==> src/rtl/rv32_memory.sv <==
// RV32 memory stage: data-bus load/store sequencing, load alignment/extension and the M/W pipe register.
// Optional macro RV32_DBUS_TIMEOUT_EN adds an 8-bit bus timeout that ends a hung access with an access fault.
module rv32_memory #(
   parameter int         EXC_WIDTH       = 8,
   parameter int         EXC_LD_MISALIGN = 4,
   parameter int         EXC_ST_MISALIGN = 6,
   parameter logic [2:0] RS_LOAD         = 3'b001
) (
   input  logic                 clk_i,
   input  logic                 rst_n_i,
   input  logic                 reg_write_i,
   input  logic                 fp_reg_write_i,
   input  logic                 memory_write_i,
   input  logic [2:0]           result_source_i,
   input  logic [EXC_WIDTH-1:0] exceptions_i,
   input  logic [31:0]          instr_i,
   input  logic [31:0]          pc_next_i,
   input  logic [31:0]          alu_result_i,
   input  logic [31:0]          write_data_i,
   input  logic [31:0]          fpu_result_i,
   output logic                 stall_m_o,
   output logic                 dbus_req_o,
   output logic                 dbus_we_o,
   output logic [31:0]          dbus_addr_o,
   output logic [3:0]           dbus_be_o,
   output logic [31:0]          dbus_wdata_o,
   input  logic                 dbus_gnt_i,
   input  logic                 dbus_rvalid_i,
   input  logic [31:0]          dbus_rdata_i,
   output logic                 reg_write_o,
   output logic                 fp_reg_write_o,
   output logic [2:0]           result_source_o,
   output logic [EXC_WIDTH-1:0] exceptions_o,
   output logic [31:0]          instr_o,
   output logic [31:0]          pc_next_o,
   output logic [31:0]          alu_result_o,
   output logic [31:0]          fpu_result_o,
   output logic [31:0]          load_data_o
);

   typedef enum logic {S_IDLE, S_WAIT_RVALID} state_t;
   state_t r_state;

   logic [2:0]           w_funct3;
   logic                 w_is_load, w_is_store, w_is_half, w_is_word;
   logic                 w_misaligned, w_access, w_req, w_ld_gnt;
   logic                 w_done_ok, w_timeout, w_complete, w_stall;
   logic [3:0]           w_be;
   logic [31:0]          w_wdata, w_rshift, w_ld, w_ld_commit;
   logic [EXC_WIDTH-1:0] w_exc;

   assign w_funct3     = instr_i[14:12];
   assign w_is_load    = (result_source_i == RS_LOAD);
   assign w_is_store   = memory_write_i;
   assign w_is_half    = (w_funct3[1:0] == 2'b01);
   assign w_is_word    = w_funct3[1];
   assign w_misaligned = (w_is_load | w_is_store) &
                         ((w_is_half & alu_result_i[0]) | (w_is_word & (alu_result_i[1:0] != 2'b00)));
   assign w_access     = (w_is_load | w_is_store) & ~w_misaligned & (exceptions_i == '0);

   // E/M holds its contents while stalled, so the request can be driven straight from its outputs
   assign w_req     = rst_n_i & w_access & (r_state == S_IDLE);
   assign w_ld_gnt  = w_req & ~w_is_store & dbus_gnt_i;
   assign w_done_ok = (r_state == S_IDLE) ? (w_req & w_is_store & dbus_gnt_i) : dbus_rvalid_i;

`ifdef RV32_DBUS_TIMEOUT_EN
   logic [7:0] r_timer;

   assign w_timeout = w_access & (r_timer == 8'hFF) & ~w_done_ok & ~w_ld_gnt;

   // The grant restarts the window so the read-data phase gets its own full budget
   always_ff @(posedge clk_i or negedge rst_n_i) begin
      if (!rst_n_i)
         r_timer <= '0;
      else if (w_complete || w_ld_gnt || !w_access)
         r_timer <= '0;
      else
         r_timer <= r_timer + 8'd1;
   end
`else
   assign w_timeout = 1'b0;
`endif

   assign w_complete = w_done_ok | w_timeout;
   assign w_stall    = rst_n_i & w_access & ~w_complete;
   assign stall_m_o  = w_stall;

   always_ff @(posedge clk_i or negedge rst_n_i) begin
      if (!rst_n_i) begin
         r_state <= S_IDLE;
      end else begin
         case (r_state)
            S_IDLE:        if (w_ld_gnt)   r_state <= S_WAIT_RVALID;
            S_WAIT_RVALID: if (w_complete) r_state <= S_IDLE;
            default:                       r_state <= S_IDLE;
         endcase
      end
   end

   always_comb begin
      w_be    = 4'b1111;
      w_wdata = write_data_i;
      if (w_funct3[1:0] == 2'b00) begin
         w_be    = 4'b0001 << alu_result_i[1:0];
         w_wdata = {4{write_data_i[7:0]}};
      end else if (w_funct3[1:0] == 2'b01) begin
         w_be    = 4'b0011 << alu_result_i[1:0];
         w_wdata = {2{write_data_i[15:0]}};
      end
   end

   assign dbus_req_o   = w_req;
   assign dbus_we_o    = w_req & w_is_store;
   assign dbus_addr_o  = w_req ? {alu_result_i[31:2], 2'b00} : 32'h0;
   assign dbus_be_o    = w_req ? w_be : 4'b0000;
   assign dbus_wdata_o = w_req ? w_wdata : 32'h0;

   assign w_rshift = dbus_rdata_i >> {alu_result_i[1:0], 3'b000};

   always_comb begin
      case (w_funct3[1:0])
         2'b00:   w_ld = {{24{~w_funct3[2] & w_rshift[7]}}, w_rshift[7:0]};
         2'b01:   w_ld = {{16{~w_funct3[2] & w_rshift[15]}}, w_rshift[15:0]};
         default: w_ld = w_rshift;
      endcase
   end

   assign w_ld_commit = ((r_state == S_WAIT_RVALID) && dbus_rvalid_i) ? w_ld : 32'h0;

   always_comb begin
      w_exc = exceptions_i;
      if (w_misaligned & w_is_load)  w_exc[EXC_LD_MISALIGN] = 1'b1;
      if (w_misaligned & w_is_store) w_exc[EXC_ST_MISALIGN] = 1'b1;
      if (w_timeout & w_is_store)
         w_exc[EXC_ST_MISALIGN+1] = 1'b1;
      else if (w_timeout)
         w_exc[EXC_LD_MISALIGN+1] = 1'b1;
   end

   logic                 r_reg_write, r_fp_reg_write;
   logic [2:0]           r_result_source;
   logic [EXC_WIDTH-1:0] r_exceptions;
   logic [31:0]          r_instr, r_pc_next, r_alu_result, r_fpu_result, r_load_data;

   // Stalled cycles leave a bubble (write enables low) so the held instruction commits exactly once
   always_ff @(posedge clk_i or negedge rst_n_i) begin
      if (!rst_n_i) begin
         r_reg_write     <= 1'b0;
         r_fp_reg_write  <= 1'b0;
         r_result_source <= '0;
         r_exceptions    <= '0;
         r_instr         <= '0;
         r_pc_next       <= '0;
         r_alu_result    <= '0;
         r_fpu_result    <= '0;
         r_load_data     <= '0;
      end else if (!w_stall) begin
         r_reg_write     <= reg_write_i & ~w_misaligned & ~w_timeout;
         r_fp_reg_write  <= fp_reg_write_i & ~w_misaligned & ~w_timeout;
         r_result_source <= result_source_i;
         r_exceptions    <= w_exc;
         r_instr         <= instr_i;
         r_pc_next       <= pc_next_i;
         r_alu_result    <= alu_result_i;
         r_fpu_result    <= fpu_result_i;
         r_load_data     <= w_ld_commit;
      end else begin
         r_reg_write     <= 1'b0;
         r_fp_reg_write  <= 1'b0;
      end
   end

   assign reg_write_o     = r_reg_write;
   assign fp_reg_write_o  = r_fp_reg_write;
   assign result_source_o = r_result_source;
   assign exceptions_o    = r_exceptions;
   assign instr_o         = r_instr;
   assign pc_next_o       = r_pc_next;
   assign alu_result_o    = r_alu_result;
   assign fpu_result_o    = r_fpu_result;
   assign load_data_o     = r_load_data;

endmodule

==> config.mk <==
export PLATFORM = sky130hd
export DESIGN_NAME = rv32_memory
export DESIGN_NICKNAME = d
export VERILOG_FILES = /design/src/rtl/rv32_memory.sv
export SDC_FILE = /design/constraint.sdc
export NUM_CORES = 1
export LEC_CHECK = 0
export ABC_AREA = 1
export BUFFER_PORTS_ARGS = -buffer_cell sky130_fd_sc_hd__clkbuf_2
export CORE_MARGIN = 1
export CORE_UTILIZATION = 28
export DETAILED_ROUTE_END_ITERATION = 10
export GPL_TIMING_DRIVEN = 0
export PLACE_DENSITY = 0.5
export SYNTH_ARGS = -nofsm -noshare
export SYNTH_HDL_FRONTEND = slang
export SYNTH_SLANG_ARGS = --single-unit
==> constraint.sdc <==
create_clock -name clk_i -period 3.5 [get_ports clk_i]
set_clock_uncertainty 0.15 [all_clocks]
set_input_delay 0.175 -clock clk_i [delete_from_list [all_inputs] [get_ports clk_i]]
set_output_delay 0.175 -clock clk_i [all_outputs]
set_load 0.03 [all_outputs]
; ---- Yosys cells after proc, flatten, opt, wreduce, memory -nomap -nowiden
; Cells that the tools add are included.
[word_totals]
output_inout_bits = 244
elab_cells = 61
in_bits = 210
register_bits = 174
[classes]
shift = 3
n_mux = 17
bitwise_logic = 25
eq_ne = 2
n_reduce_logical = 4
[ops]
columns = op, count
row1 = two-way mux 32 bit, 5
row2 = one-hot mux 32 bit (2 select lines), 1
row3 = >> shifter 32 x 5 -> 32 bit, 1
row4 = bitwise AND 1 bit, 18
row5 = two-way mux 4 bit, 3
row6 = zero test 8 bit, 1
row7 = two-way mux 1 bit, 7
row8 = NOT 1 bit, 5
row9 = left shift 1 x 2 -> 4 bit (first input constant), 1
row10 = left shift 2 x 2 -> 4 bit (first input constant), 1
row11 = equality test 3 x 1 -> 1 bit (second input constant), 1
row12 = equality test 2 x 1 -> 1 bit (second input constant), 1
row13 = zero test 2 bit, 1
row14 = OR 1 bit, 2
row15 = one-hot mux 1 bit (2 select lines), 1
row16 = nonzero test 2 bit, 1
row17 = logical AND 1 bit, 1

; ---- Longest topological paths before layout
; Gate-level depths: netlist (run 1).
[depth]
depth_word = 15
mapped_depth = 17
mapped_depth_nobuf = 12

; ---- Worst setup path after synthesis (run 1)
; Ideal clock, no wire load.
[synth_timing]
kind = input-to-output
from = input port alu_result_i[0]
to = output port dbus_wdata_o[10]
arrival_time_ns = 2.291
n_path_buf = 6
required_ns = 3.175
stages = 16
slack_ns = 0.884
cell_sequence = buf_2 > inv_2 > buf_6 > buf_2 > buf_2 > ha_1 > inv_1 > nand2_1 > nand2_2 > inv_2 > nand2_2 > nor2_4 > nand2_1 > buf_2 > buf_2 > nor2_1
[synth_via]
elab_chain_len = 10
word_cells_on_any_way = 11
classes_between = mux (1) / bitwise (9) / reduce/logical (1)
[synth_lines]
columns = element, line_no
row1 = start: declaration, 18  ; input logic [31:0] alu_result_i,
row2 = nonzero test 2 bit, 58  ; ((w_is_half & alu_result_i[0]) | (w_is_word & (alu_result_i[1:0] != 2'b00)));
row3 = bitwise AND 1 bit, 58
row4 = OR 1 bit (*), 58
row5 = bitwise AND 1 bit (*), 57  ; assign w_misaligned = (w_is_load | w_is_store) &
row6 = NOT 1 bit (*), 59  ; assign w_access = (w_is_load | w_is_store) & ~w_misaligned & (exceptions_i == '0);
row7 = bitwise AND 1 bit (*) (2 in a row), 59
row8 = bitwise AND 1 bit (*) (2 in a row), 62  ; assign w_req = rst_n_i & w_access & (r_state == S_IDLE);
row9 = two-way mux 32 bit (*), 116  ; assign dbus_wdata_o = w_req ? w_wdata : 32'h0;
row10 = end: declaration, 26  ; output logic [31:0] dbus_wdata_o,
; Every way passes the cells marked *; elsewhere a longest branch is shown, timed or not.

; ---- Final worst setup path (run 1)
[layout_timing]
from = input port alu_result_i[0]
to = output port dbus_wdata_o[9]
; Same word-level chain as after synthesis.

==> impl_metrics.json, run 1 <==
{
  "outcome": "complete, no violations",
  "number_of_buffers_on_the_longest_clock_path": 2,
  "final_core_util": 0.455,
  "synth_seq_cells": 174,
  "yosysWarningCount": 0,
  "p_per_area_nw_per_um2": 364,
  "globalRoute.totalOverflow": 0,
  "holdCritStartpoint": "instr_i[12]",
  "power.ir.vdd_worst_uv": 304,
  "final_net_count": 1967,
  "finalSetupViolations": 0,
  "detailroute.via_count": 9840,
  "timing.critical_path.cells": "clkbuf_2, buf_2, inv_2, buf_6, buf_2, clkbuf_4, ha_1, inv_1, nand2_1, nand2_2, inv_2, nand2_2, nor2_4, nand2_2, buf_2, buf_2, nor2_1, clkbuf_2",
  "synth-compound-area-share": 0.0588,
  "detail_route.first_pass.iterations": 5,
  "slew_limit_fails": 0,
  "cts_num_sinks": 174,
  "final_layout_size_suffix_gt1_frac": 0.317,
  "post-route-worst-setup-slack_ps": 253,
  "slowest_stage": "sky130_fd_sc_hd__clkbuf_4",
  "share_of_synthesized_area_spent_on_multiplexers": 0,
  "worst_slew_margin_rel": 0.486,
  "antenna_violations_before_repair": 3,
  "post-route-period-util": 0.928,
  "rr_endpoint": "instr_o[1]$_DFFE_PN0N_",
  "remaining_drc_errors": 0,
  "core_area_um2": 29900,
  "grt_setup_unrepaired": "no",
  "pwr-share-seq": 0.432,
  "min_delay_worst_endpoint": "instr_o[12]$_DFFE_PN0N_",
  "antenna_left": 0,
  "buffers_added_on_ports": 449,
  "max_freq_mhz": 308,
  "critical_path.reg2reg.startpoint": "r_state$_DFF_PN0_",
  "drt-total-wl_um": 37000,
  "clock_tree_from_tritoncts": "built",
  "worstPathRequired_ps": 3170,
  "power.leakage_nw": 7.64,
  "net_sw_frac": 0.311,
  "cell_count_of_the_worst_hold_path": 3,
  "cap_viol_max_count": 0,
  "synth_adder_area_share": 0.00585,
  "first_global_vias": 9715,
  "syn2layout_area_growth_pct": 59.0,
  "cts_root_buf": "sky130_fd_sc_hd__clkbuf_16",
  "chip_height_um": 177,
  "worst-slew-pin-transition_ps": 769,
  "clockPowerShare": 0.392,
  "clk-insertion-delay-late_ps": 420,
  "initialDrtViolationCount": 540,
  "timing.final.hold_violations": 0,
  "grt_start_max_net_pins": 102,
  "layout_common_cells": "450 x sky130_fd_sc_hd__clkbuf_2, 404 x sky130_fd_sc_hd__nand2_1, 189 x sky130_fd_sc_hd__nand3_1",
  "detail_route.wl_per_cell_um": 17.1,
  "post-route-min-period_ps": 3250,
  "gp_routability_congestion": 0.890,
  "syn_area_per_cell_um2": 7.65,
  "worst-path-max-fanout": 11,
  "yosys.area_share.xor_xnor": 0,
  "p_comb_frac": 0.176,
  "dp_hpwl_um": 27600,
  "cts-buffers-inserted": 17,
  "die_w_um": 177,
  "seq_area_frac_synth": 0.509,
  "mappedNetlistArea_um2": 8550,
  "cp-start-kind": "primary input",
  "fin_worst_hold_slack_ps": 27.1,
  "die_ar_um2": 31200,
  "netlist_instances": 1118,
  "cts.htree.levels": 4,
  "std_cell_rows": 63,
  "r2r.worst_path.cells": 7,
  "setup.worst_path.class": "primary input to primary output",
  "r2r_slack_ps": 1140,
  "p_int_mw": 3.41,
  "global_route_wire_length_before_repair_um": 55200,
  "vias_per_cell": 4.56,
  "timing.critical_path.slowest_cell_delay_ps": 280,
  "io_pins": 454,
  "crit_path_frequent_cell": "sky130_fd_sc_hd__buf_2",
  "min_path_type": "primary input to flop",
  "critPathCaptureType": "primary output",
  "layout.cells.most_common": "sky130_fd_sc_hd__clkbuf_2",
  "netSwitchingPower_mw": 1.54,
  "netlist-cell-type-count": 30,
  "place_ws_ps": -125,
  "clk_transition_reported_paths_ps": 70,
  "synthSimpleGateAreaFrac": 0.343,
  "floorplan.initialDensity": 0.286,
  "worst_ep_arrival_time_ps": 2920,
  "grt_use_total": 0.231,
  "largest_family_of_logic_cells_by_synthesized_area": "simple AND/OR/NAND/NOR gates"
}
cells by family after synthesis:
kind of cell,after synthesis
buf+inv,149
fa+ha+maj,4
simple gates,702
compound gates,88
flops,174
other cells,1
power by group through the flow:
stage	sequential, mW	clock [mW]	combinational (mW)
2_1_floorplan	2.35	0	0.190
3_3_place_gp	2.18	0	0.717
3_5_place_dp	2.18	0	0.722
4_1_cts	2.14	2.00	0.876
5_1_grt	2.15	2.08	0.943
6_report	2.14	1.94	0.873
metal layers:
metal,track usage,vias to the layer above,wire length (um)
met5,0,-,11
met4,0.0751,2,978
met3,0.0541,50,2620
met2,0.403,377,18200
met1,0.279,4576,15200
li1,-,4835,-
Yosys cell counts:
library cell | number | area [um^2]
sky130_fd_sc_hd__dfrtp_1 | 174 | 4350
sky130_fd_sc_hd__clkbuf_1 | 21 | 78.8
sky130_fd_sc_hd__inv_1 | 62 | 233
sky130_fd_sc_hd__clkinv_1 | 1 | 3.75
sky130_fd_sc_hd__nor3_2 | 2 | 20.0
sky130_fd_sc_hd__a211oi_1 | 4 | 30.0
sky130_fd_sc_hd__o211ai_1 | 7 | 52.6
sky130_fd_sc_hd__buf_2 | 38 | 190
sky130_fd_sc_hd__nand4_2 | 1 | 12.5
sky130_fd_sc_hd__nand4_1 | 1 | 6.26
sky130_fd_sc_hd__inv_4 | 1 | 6.26
sky130_fd_sc_hd__nor2_1 | 97 | 364
sky130_fd_sc_hd__a31oi_1 | 1 | 6.26
sky130_fd_sc_hd__ha_1 | 4 | 50.1
sky130_fd_sc_hd__conb_1 | 1 | 3.75
sky130_fd_sc_hd__nor2_2 | 1 | 6.26
sky130_fd_sc_hd__buf_1 | 2 | 7.51
sky130_fd_sc_hd__nand3_1 | 189 | 946
sky130_fd_sc_hd__buf_4 | 13 | 97.6
sky130_fd_sc_hd__nor2_4 | 1 | 11.3
sky130_fd_sc_hd__nand2_1 | 405 | 1520
sky130_fd_sc_hd__a211o_1 | 5 | 43.8
sky130_fd_sc_hd__buf_6 | 7 | 78.8
sky130_fd_sc_hd__o22ai_1 | 3 | 18.8
sky130_fd_sc_hd__nand3_2 | 3 | 30.0
sky130_fd_sc_hd__nand2_2 | 2 | 12.5
sky130_fd_sc_hd__inv_2 | 4 | 15.0
sky130_fd_sc_hd__o21ai_0 | 9 | 45.0
sky130_fd_sc_hd__a21oi_1 | 58 | 290
sky130_fd_sc_hd__o311ai_2 | 1 | 16.3
worst max-delay path, delay by kind of cell:
family	cells	cell delay, ps
buffers and inverters	11	1880
adders and majority gates	1	170
and+or+nand+nor	6	690
layout make-up:
| class | count | area [um^2] |
|---|---|---|
| Sequential cell | 174 | 4350 |
| Multi-Input combinational cell | 796 | 3490 |
| Fill cell | 3118 | 16300 |
| Antenna cell | 2 | 5.00 |
| Tap cell | 390 | 488 |
| Clock buffer | 18 | 439 |
| Clock inverter | 14 | 153 |
| Timing Repair Buffer | 615 | 3950 |
| Buffer | 81 | 458 |
| Inverter | 68 | 258 |
state kept, by name, indices dropped and copies added, names as in the netlist:
name	flops
alu_result_o	32
fpu_result_o	32
instr_o	32
load_data_o	32
pc_next_o	32
exceptions_o	8
result_source_o	3
fp_reg_write_o	1
r_state	1
reg_write_o	1
worst max path at each step:
stage	start	end	slack [ps]	depth (start not counted)
floorplan	alu_result_i[0]	dbus_wdata_o[10]	880	16
global placement	rst_n_i	dbus_wdata_o[0]	-2510	9
detailed placement	alu_result_i[1]	dbus_wdata_o[0]	-120	15
CTS	alu_result_i[0]	dbus_wdata_o[9]	80	18
global route	alu_result_i[0]	dbus_wdata_o[9]	60	18
finish	alu_result_i[0]	dbus_wdata_o[9]	250	18
repair_timing:
item,in CTS,in global routing
hold buffers,165,0
resized for setup,2,2
setup buffers,0,0
hold endpoints to repair,226,0
pin swaps,0,0
setup endpoints to repair,3,26
cloned,0,0
metrics by stage:
step	area (um^2)	std cells	power (mW)	TNS [ps]
2_1_floorplan	8550	1119	2.54	0
3_3_place_gp	11300	1958	2.89	-802380
3_5_place_dp	11300	1959	2.90	-164
4_1_cts	13600	2156	5.01	0
5_1_grt	13600	2157	5.17	0
6_report	13600	2158	4.95	0
Note: power is estimated with default switching activity, not from simulation.
==> run 2, diff against run 1 <==
--- a/config.mk
+++ b/config.mk
@@ -12,6 +12,7 @@
 export DETAILED_ROUTE_END_ITERATION = 10
 export GPL_TIMING_DRIVEN = 0
 export PLACE_DENSITY = 0.5
+export RECOVER_POWER = 25
 export SYNTH_ARGS = -nofsm -noshare
 export SYNTH_HDL_FRONTEND = slang
 export SYNTH_SLANG_ARGS = --single-unit
==> run 2 against run 1 <==
Against the previous run: the flow now finishes with violations (max-capacitance violations, max-slew violations); sequential share of layout area up 0.077 points; clock power about the same; core utilization down 0.11 points; critical endpoint unchanged.
==> impl_metrics.json, run 2 (same netlist as run 1, synthesis figures left out) <==
{
  "initialDrtViolationCount": 544,
  "global_route_wire_length_before_repair_um": 55200,
  "die_w_um": 177,
  "cap_viol_max_count": 1,
  "outcome": "complete, but fails checks",
  "max_freq_mhz": 309,
  "cts_root_buf": "sky130_fd_sc_hd__clkbuf_16",
  "drt-total-wl_um": 37000,
  "worst_ep_arrival_time_ps": 2910,
  "grt_use_total": 0.231,
  "totalPowerFinal_mw": 4.94,
  "syn2layout_area_growth_pct": 58.7,
  "final_layout_size_suffix_gt1_frac": 0.317,
  "failing_checks": "max-capacitance violations, max-slew violations",
  "detailroute.via_count": 9846,
  "dp_hpwl_um": 27600,
  "detail_route.first_pass.iterations": 5,
  "finalSetupViolations": 0,
  "worstPathRequired_ps": 3170,
  "cp-start-kind": "primary input",
  "power.ir.vdd_worst_uv": 302,
  "post-route-period-util": 0.924,
  "cts-buffers-inserted": 17,
  "worst_slew_margin_rel": -0.294,
  "critPathBufInv": 11,
  "slew_limit_fails": 75,
  "setup.worst_path.class": "primary input to primary output",
  "first_global_vias": 9715,
  "post-route-min-period_ps": 3230,
  "floorplan.initialDensity": 0.286,
  "gp_routability_congestion": 0.890,
  "min_path_type": "primary input to flop",
  "cts_num_sinks": 174,
  "layout_common_cells": "451 x sky130_fd_sc_hd__clkbuf_2, 404 x sky130_fd_sc_hd__nand2_1, 189 x sky130_fd_sc_hd__nand3_1",
  "count_of_fill_cells_added_during_filler_insertion": 3122,
  "layout.cells.non_filler": 2158,
  "die_ar_um2": 31200,
  "clk_transition_reported_paths_ps": 70,
  "critPathCaptureType": "primary output",
  "timing.critical_path.max_delay_family": "buffers and inverters",
  "antenna_violations_before_repair": 3,
  "vias_per_cell": 4.56,
  "grt_setup_unrepaired": "no",
  "worst-path-max-fanout": 11,
  "final_core_util": 0.454,
  "chip_height_um": 177,
  "timing.critical_path.slowest_cell_delay_ps": 270,
  "final_net_count": 1967,
  "antenna_left": 0,
  "clk-insertion-delay-late_ps": 420,
  "p_per_area_nw_per_um2": 364,
  "crit_path_frequent_cell": "sky130_fd_sc_hd__buf_2",
  "timing.final.hold_violations": 0,
  "globalRoute.totalOverflow": 0,
  "power.leakage_nw": 7.63,
  "buffers_added_on_ports": 449,
  "remaining_drc_errors": 0,
  "worst-slew-pin-transition_ps": 1940,
  "fin_worst_hold_slack_ps": 30.4,
  "io_pins": 454,
  "number_of_buffers_on_the_longest_clock_path": 2,
  "cts.htree.levels": 4,
  "detail_route.wl_per_cell_um": 17.1,
  "timing.critical_path.cells": "clkbuf_2, buf_2, inv_2, buf_6, buf_2, clkbuf_4, ha_1, inv_1, nand2_1, nand2_2, inv_2, nand2_2, nor2_4, nand2_2, buf_2, buf_2, nor2_1, clkbuf_2",
  "grt_start_max_net_pins": 102,
  "core_area_um2": 29900,
  "placed_cells_incl_taps": 1959,
  "clock_tree_from_tritoncts": "built",
  "slowest_stage": "sky130_fd_sc_hd__clkbuf_4",
  "std_cell_rows": 63,
  "layout.cells.most_common": "sky130_fd_sc_hd__clkbuf_2",
  "post-cts-setup-buffers": 0
}
[run 2: changes by cell type in the layout (fill, tap and decap cells not counted)]
cell,before,now
sky130_fd_sc_hd__clkbuf_1,19,20
sky130_fd_sc_hd__clkbuf_8,2,1
sky130_fd_sc_hd__clkbuf_2,450,451
sky130_fd_sc_hd__buf_16,2,1
[run 2: what timing repair did]
| action | 4_1_cts | 5_1_grt |
|---|---|---|
| endpoints found under the setup margin | 3 | 26 |
| pin swaps | 0 | 0 |
| gates resized for setup | 2 | 2 |
| endpoints found under the hold margin | 226 | 0 |
| cloned | 0 | 0 |
| hold buffers | 165 | 0 |
[run 2: worst paths after layout]
check                                           startpoint                          end  slack, ps  depth (start not counted)
worst max register to register           r_state$_DFF_PN0_       instr_o[1]$_DFFE_PN0N_       1140                          7
worst max-delay path                       alu_result_i[0]              dbus_wdata_o[9]        270                         18
worst min-delay path                           instr_i[12]      instr_o[12]$_DFFE_PN0N_         30                          3
min in group asynchronous                          rst_n_i  load_data_o[26]$_DFFE_PN0N_        260                          3
worst min register to register  load_data_o[4]$_DFFE_PN0N_   load_data_o[4]$_DFFE_PN0N_        360                          2
max in group asynchronous                          rst_n_i    pc_next_o[11]$_DFFE_PN0N_       1090                          3
[run 2: area by class of cell]
cell class | instances | area (um^2) | share of cell area
well taps | 390 | 488 | 0.0360
flip-flops and latches | 174 | 4350 | 0.321
multi-input cells | 796 | 3490 | 0.257
plain buffers | 81 | 458 | 0.0338
diodes | 2 | 5.00 | 0.000369
clock buffers | 18 | 439 | 0.0324
repair buffers | 615 | 3920 | 0.289
inverters | 68 | 258 | 0.0190
clock inverters | 14 | 153 | 0.0113
[run 2: through the flow]
stage                     TNS [ps]  instance area (um^2)  worst slack (ps)
after floorplan                  0                  8550               884
after global placement     -802380                 11300             -2510
after detailed placement      -164                 11300              -125
after CTS                        0                 13600              77.6
after global routing             0                 13600              60.5
final                            0                 13600               267
[run 2: worst register-to-register path, delay by kind of cell, from the launching register on]
family | cells | cell delay (ps)
buffers and inverters | 3 | 850
DFF | 1 | 400
and+or+nand+nor | 4 | 890
[run 2: power breakdown]
group	internal (mW)	switching, mW
registers	2.09	0.0470
clock network	0.975	0.960
logic	0.340	0.528
total	3.41	1.54
[run 2: per-layer routing]
| layer | global-route usage | vias to the layer above | wire length (um) |
|---|---|---|---|
| li1 | - | 4836 | - |
| met1 | 0.279 | 4574 | 15200 |
| met2 | 0.403 | 385 | 18200 |
| met3 | 0.0541 | 49 | 2550 |
| met4 | 0.0751 | 2 | 928 |
| met5 | 0 | - | 11 |
==> run 3, diff against run 2 <==
--- a/config.mk
+++ b/config.mk
@@ -7,11 +7,12 @@
 export LEC_CHECK = 0
 export ABC_AREA = 1
 export BUFFER_PORTS_ARGS = -buffer_cell sky130_fd_sc_hd__clkbuf_2
-export CORE_MARGIN = 1
+export CORE_ASPECT_RATIO = 1.75
+export CORE_MARGIN = 2
 export CORE_UTILIZATION = 28
 export DETAILED_ROUTE_END_ITERATION = 10
 export GPL_TIMING_DRIVEN = 0
-export PLACE_DENSITY = 0.5
+export PLACE_DENSITY = 0.52
 export RECOVER_POWER = 25
 export SYNTH_ARGS = -nofsm -noshare
 export SYNTH_HDL_FRONTEND = slang
==> run 3 against run 2 <==
Against the previous run: the flow still finishes with violations (max-capacitance violations, max-slew violations); total power rose by 1.3%; maximum frequency down 1.3%; register-to-register slack worse by 50 ps; clock power rose by 4%; via count up 0.31%; global-route usage shrank 0.42 points; core utilization down 0.27 points; die area rose by 2.5%; combinational power is essentially flat; critical endpoint is now dbus_wdata_o[23]; highest routed layer is now met4.
==> impl_metrics.json, run 3 (same netlist as run 1, synthesis figures left out) <==
{
  "post_route_setup_tns_ps": 0,
  "cts.htree.levels": 4,
  "core_area_um2": 30100,
  "remaining_drc_errors": 0,
  "std_cell_rows": 84,
  "detail_route.first_pass.iterations": 5,
  "antenna_violations_before_repair": 1,
  "final_net_count": 1971,
  "slew_limit_fails": 92,
  "number_of_buffers_on_the_longest_clock_path": 2,
  "clk_transition_reported_paths_ps": 70,
  "failing_checks": "max-capacitance violations, max-slew violations",
  "critPathBufInv": 11,
  "min_path_type": "primary input to flop",
  "worst_ep_arrival_time_ps": 2950,
  "placed_cells_incl_taps": 1956,
  "clk-insertion-delay-late_ps": 440,
  "worstPathRequired_ps": 3170,
  "global_route_wire_length_before_repair_um": 55800,
  "detail_route.wl_per_cell_um": 17.2,
  "die_ar_um2": 32000,
  "final_core_util": 0.451,
  "first_global_vias": 10100,
  "timing.critical_path.slowest_cell_delay_ps": 300,
  "power.leakage_nw": 7.56,
  "post-route-worst-setup-slack_ps": 223,
  "timing.final.hold_violations": 0,
  "worst-path-max-fanout": 11,
  "layout.cells.most_common": "sky130_fd_sc_hd__clkbuf_2",
  "buffers_added_on_ports": 449,
  "cts_root_buf": "sky130_fd_sc_hd__clkbuf_16",
  "gp_routability_congestion": 0.900,
  "chip_height_um": 235,
  "globalRoute.totalOverflow": 0,
  "cts-buffers-inserted": 17,
  "antenna_left": 0,
  "grt_start_max_net_pins": 92,
  "layout_common_cells": "419 x sky130_fd_sc_hd__clkbuf_2, 405 x sky130_fd_sc_hd__nand2_1, 189 x sky130_fd_sc_hd__nand3_1",
  "grt_use_total": 0.227,
  "worst-slew-pin-transition_ps": 2120,
  "setup.worst_path.class": "primary input to primary output",
  "timing.critical_path.max_delay_family": "buffers and inverters",
  "critPathCaptureType": "primary output",
  "layout.cells.non_filler": 2157,
  "worst_slew_margin_rel": -0.415,
  "crit_path_frequent_cell": "sky130_fd_sc_hd__buf_2",
  "cts_num_sinks": 174,
  "max_freq_mhz": 305,
  "post-route-period-util": 0.936,
  "cp-start-kind": "primary input",
  "finalSetupViolations": 0,
  "place_ws_ps": -32.7,
  "clock_tree_from_tritoncts": "built",
  "timing.critical_path.cells": "clkbuf_2, buf_2, inv_2, buf_6, buf_2, buf_2, ha_1, inv_1, nand2_1, nand2_2, inv_2, nand2_2, nor2_4, nand2_1, buf_2, buf_2, nor2_1, clkbuf_2",
  "syn2layout_area_growth_pct": 58.7,
  "totalPowerFinal_mw": 5.01,
  "outcome": "complete, but fails checks",
  "post-route-min-period_ps": 3280,
  "die_w_um": 136,
  "power.ir.vdd_worst_uv": 354,
  "count_of_fill_cells_added_during_filler_insertion": 3112,
  "floorplan.initialDensity": 0.284,
  "slowest_stage": "sky130_fd_sc_hd__buf_2",
  "dp_hpwl_um": 28500,
  "vias_per_cell": 4.58,
  "final_layout_size_suffix_gt1_frac": 0.296,
  "cap_viol_max_count": 1,
  "grt_setup_unrepaired": "no",
  "detailroute.via_count": 9877,
  "drt-total-wl_um": 37000,
  "initialDrtViolationCount": 413,
  "io_pins": 454,
  "post-cts-setup-buffers": 0,
  "p_per_area_nw_per_um2": 369
}
run 3: changes by cell type in the layout (fill, tap and decap cells not counted), moves of 3 or more:
cell	change
sky130_fd_sc_hd__bufinv_16	+3
sky130_fd_sc_hd__clkbuf_1	+33
sky130_fd_sc_hd__clkbuf_2	-32
sky130_fd_sc_hd__clkinv_8	-3
sky130_fd_sc_hd__dlygate4sd3_1	+5
run 3: power breakdown:
| part | switching (mW) | internal (mW) | total, mW | leakage (nW) |
|---|---|---|---|---|
| logic | 0.525 | 0.340 | 0.865 | 5.16 |
| clock network | 0.847 | 1.15 | 2.00 | 0.288 |
| registers | 0.0491 | 2.09 | 2.14 | 2.10 |
run 3: worst paths after layout:
kind,end,slack (ps),cells after the start,start
max in group asynchronous,exceptions_o[7]$_DFFE_PN0N_,630,3,rst_n_i
max,dbus_wdata_o[23],220,18,alu_result_i[0]
min,load_data_o[6]$_DFFE_PN0N_,30,5,dbus_rdata_i[22]
min reg2reg,exceptions_o[3]$_DFFE_PN0N_,350,2,exceptions_o[3]$_DFFE_PN0N_
max reg2reg,instr_o[0]$_DFFE_PN0N_,1090,7,r_state$_DFF_PN0_
min in group asynchronous,fpu_result_o[19]$_DFFE_PN0N_,110,2,rst_n_i
run 3: what timing repair did:
item                                    4_1_cts  5_1_grt
endpoints found under the setup margin        4       21
hold endpoints to repair                    239        0
resized for setup                             1        5
hold buffers                                169        0
cloned                                        0        0
run 3: stage by stage:
stage / hold WS, ps / area (um^2)
floorplan: -271 / 8550
global placement: 222 / 11300
detailed placement: 138 / 11300
CTS: 3.22 / 13600
global route: 35.9 / 13600
finish: 32.8 / 13600
run 3: layout make-up:
| type | count | area [um^2] | area share |
|---|---|---|---|
| flip-flops and latches | 174 | 4350 | 0.321 |
| repair buffers | 619 | 3920 | 0.289 |
| multi-input cells | 796 | 3490 | 0.257 |
| well taps | 387 | 484 | 0.0357 |
| plain buffers | 81 | 455 | 0.0336 |
| clock buffers | 21 | 450 | 0.0332 |
| inverters | 68 | 258 | 0.0190 |
| clock inverters | 10 | 154 | 0.0113 |
| diodes | 1 | 2.50 | 0.000184 |
run 3: worst register-to-register path, stage by stage, from the launching register on:
cell                      delay (ps)
sky130_fd_sc_hd__dfrtp_1         400
sky130_fd_sc_hd__nand2_1         300
sky130_fd_sc_hd__inv_2           200
sky130_fd_sc_hd__nor3_2          440
sky130_fd_sc_hd__buf_2           380
sky130_fd_sc_hd__buf_2           300
sky130_fd_sc_hd__nand3_1         110
sky130_fd_sc_hd__nand2_1          80
run 3: routing by layer:
layer / vias to the layer above / part of all wire / track usage
met4: 0 / 0.035 / 0.0934
met1: 4589 / 0.36 / 0.231
li1: 4839 / - / -
met5: - / 0 / 0
met3: 72 / 0.062 / 0.0558
met2: 377 / 0.54 / 0.431
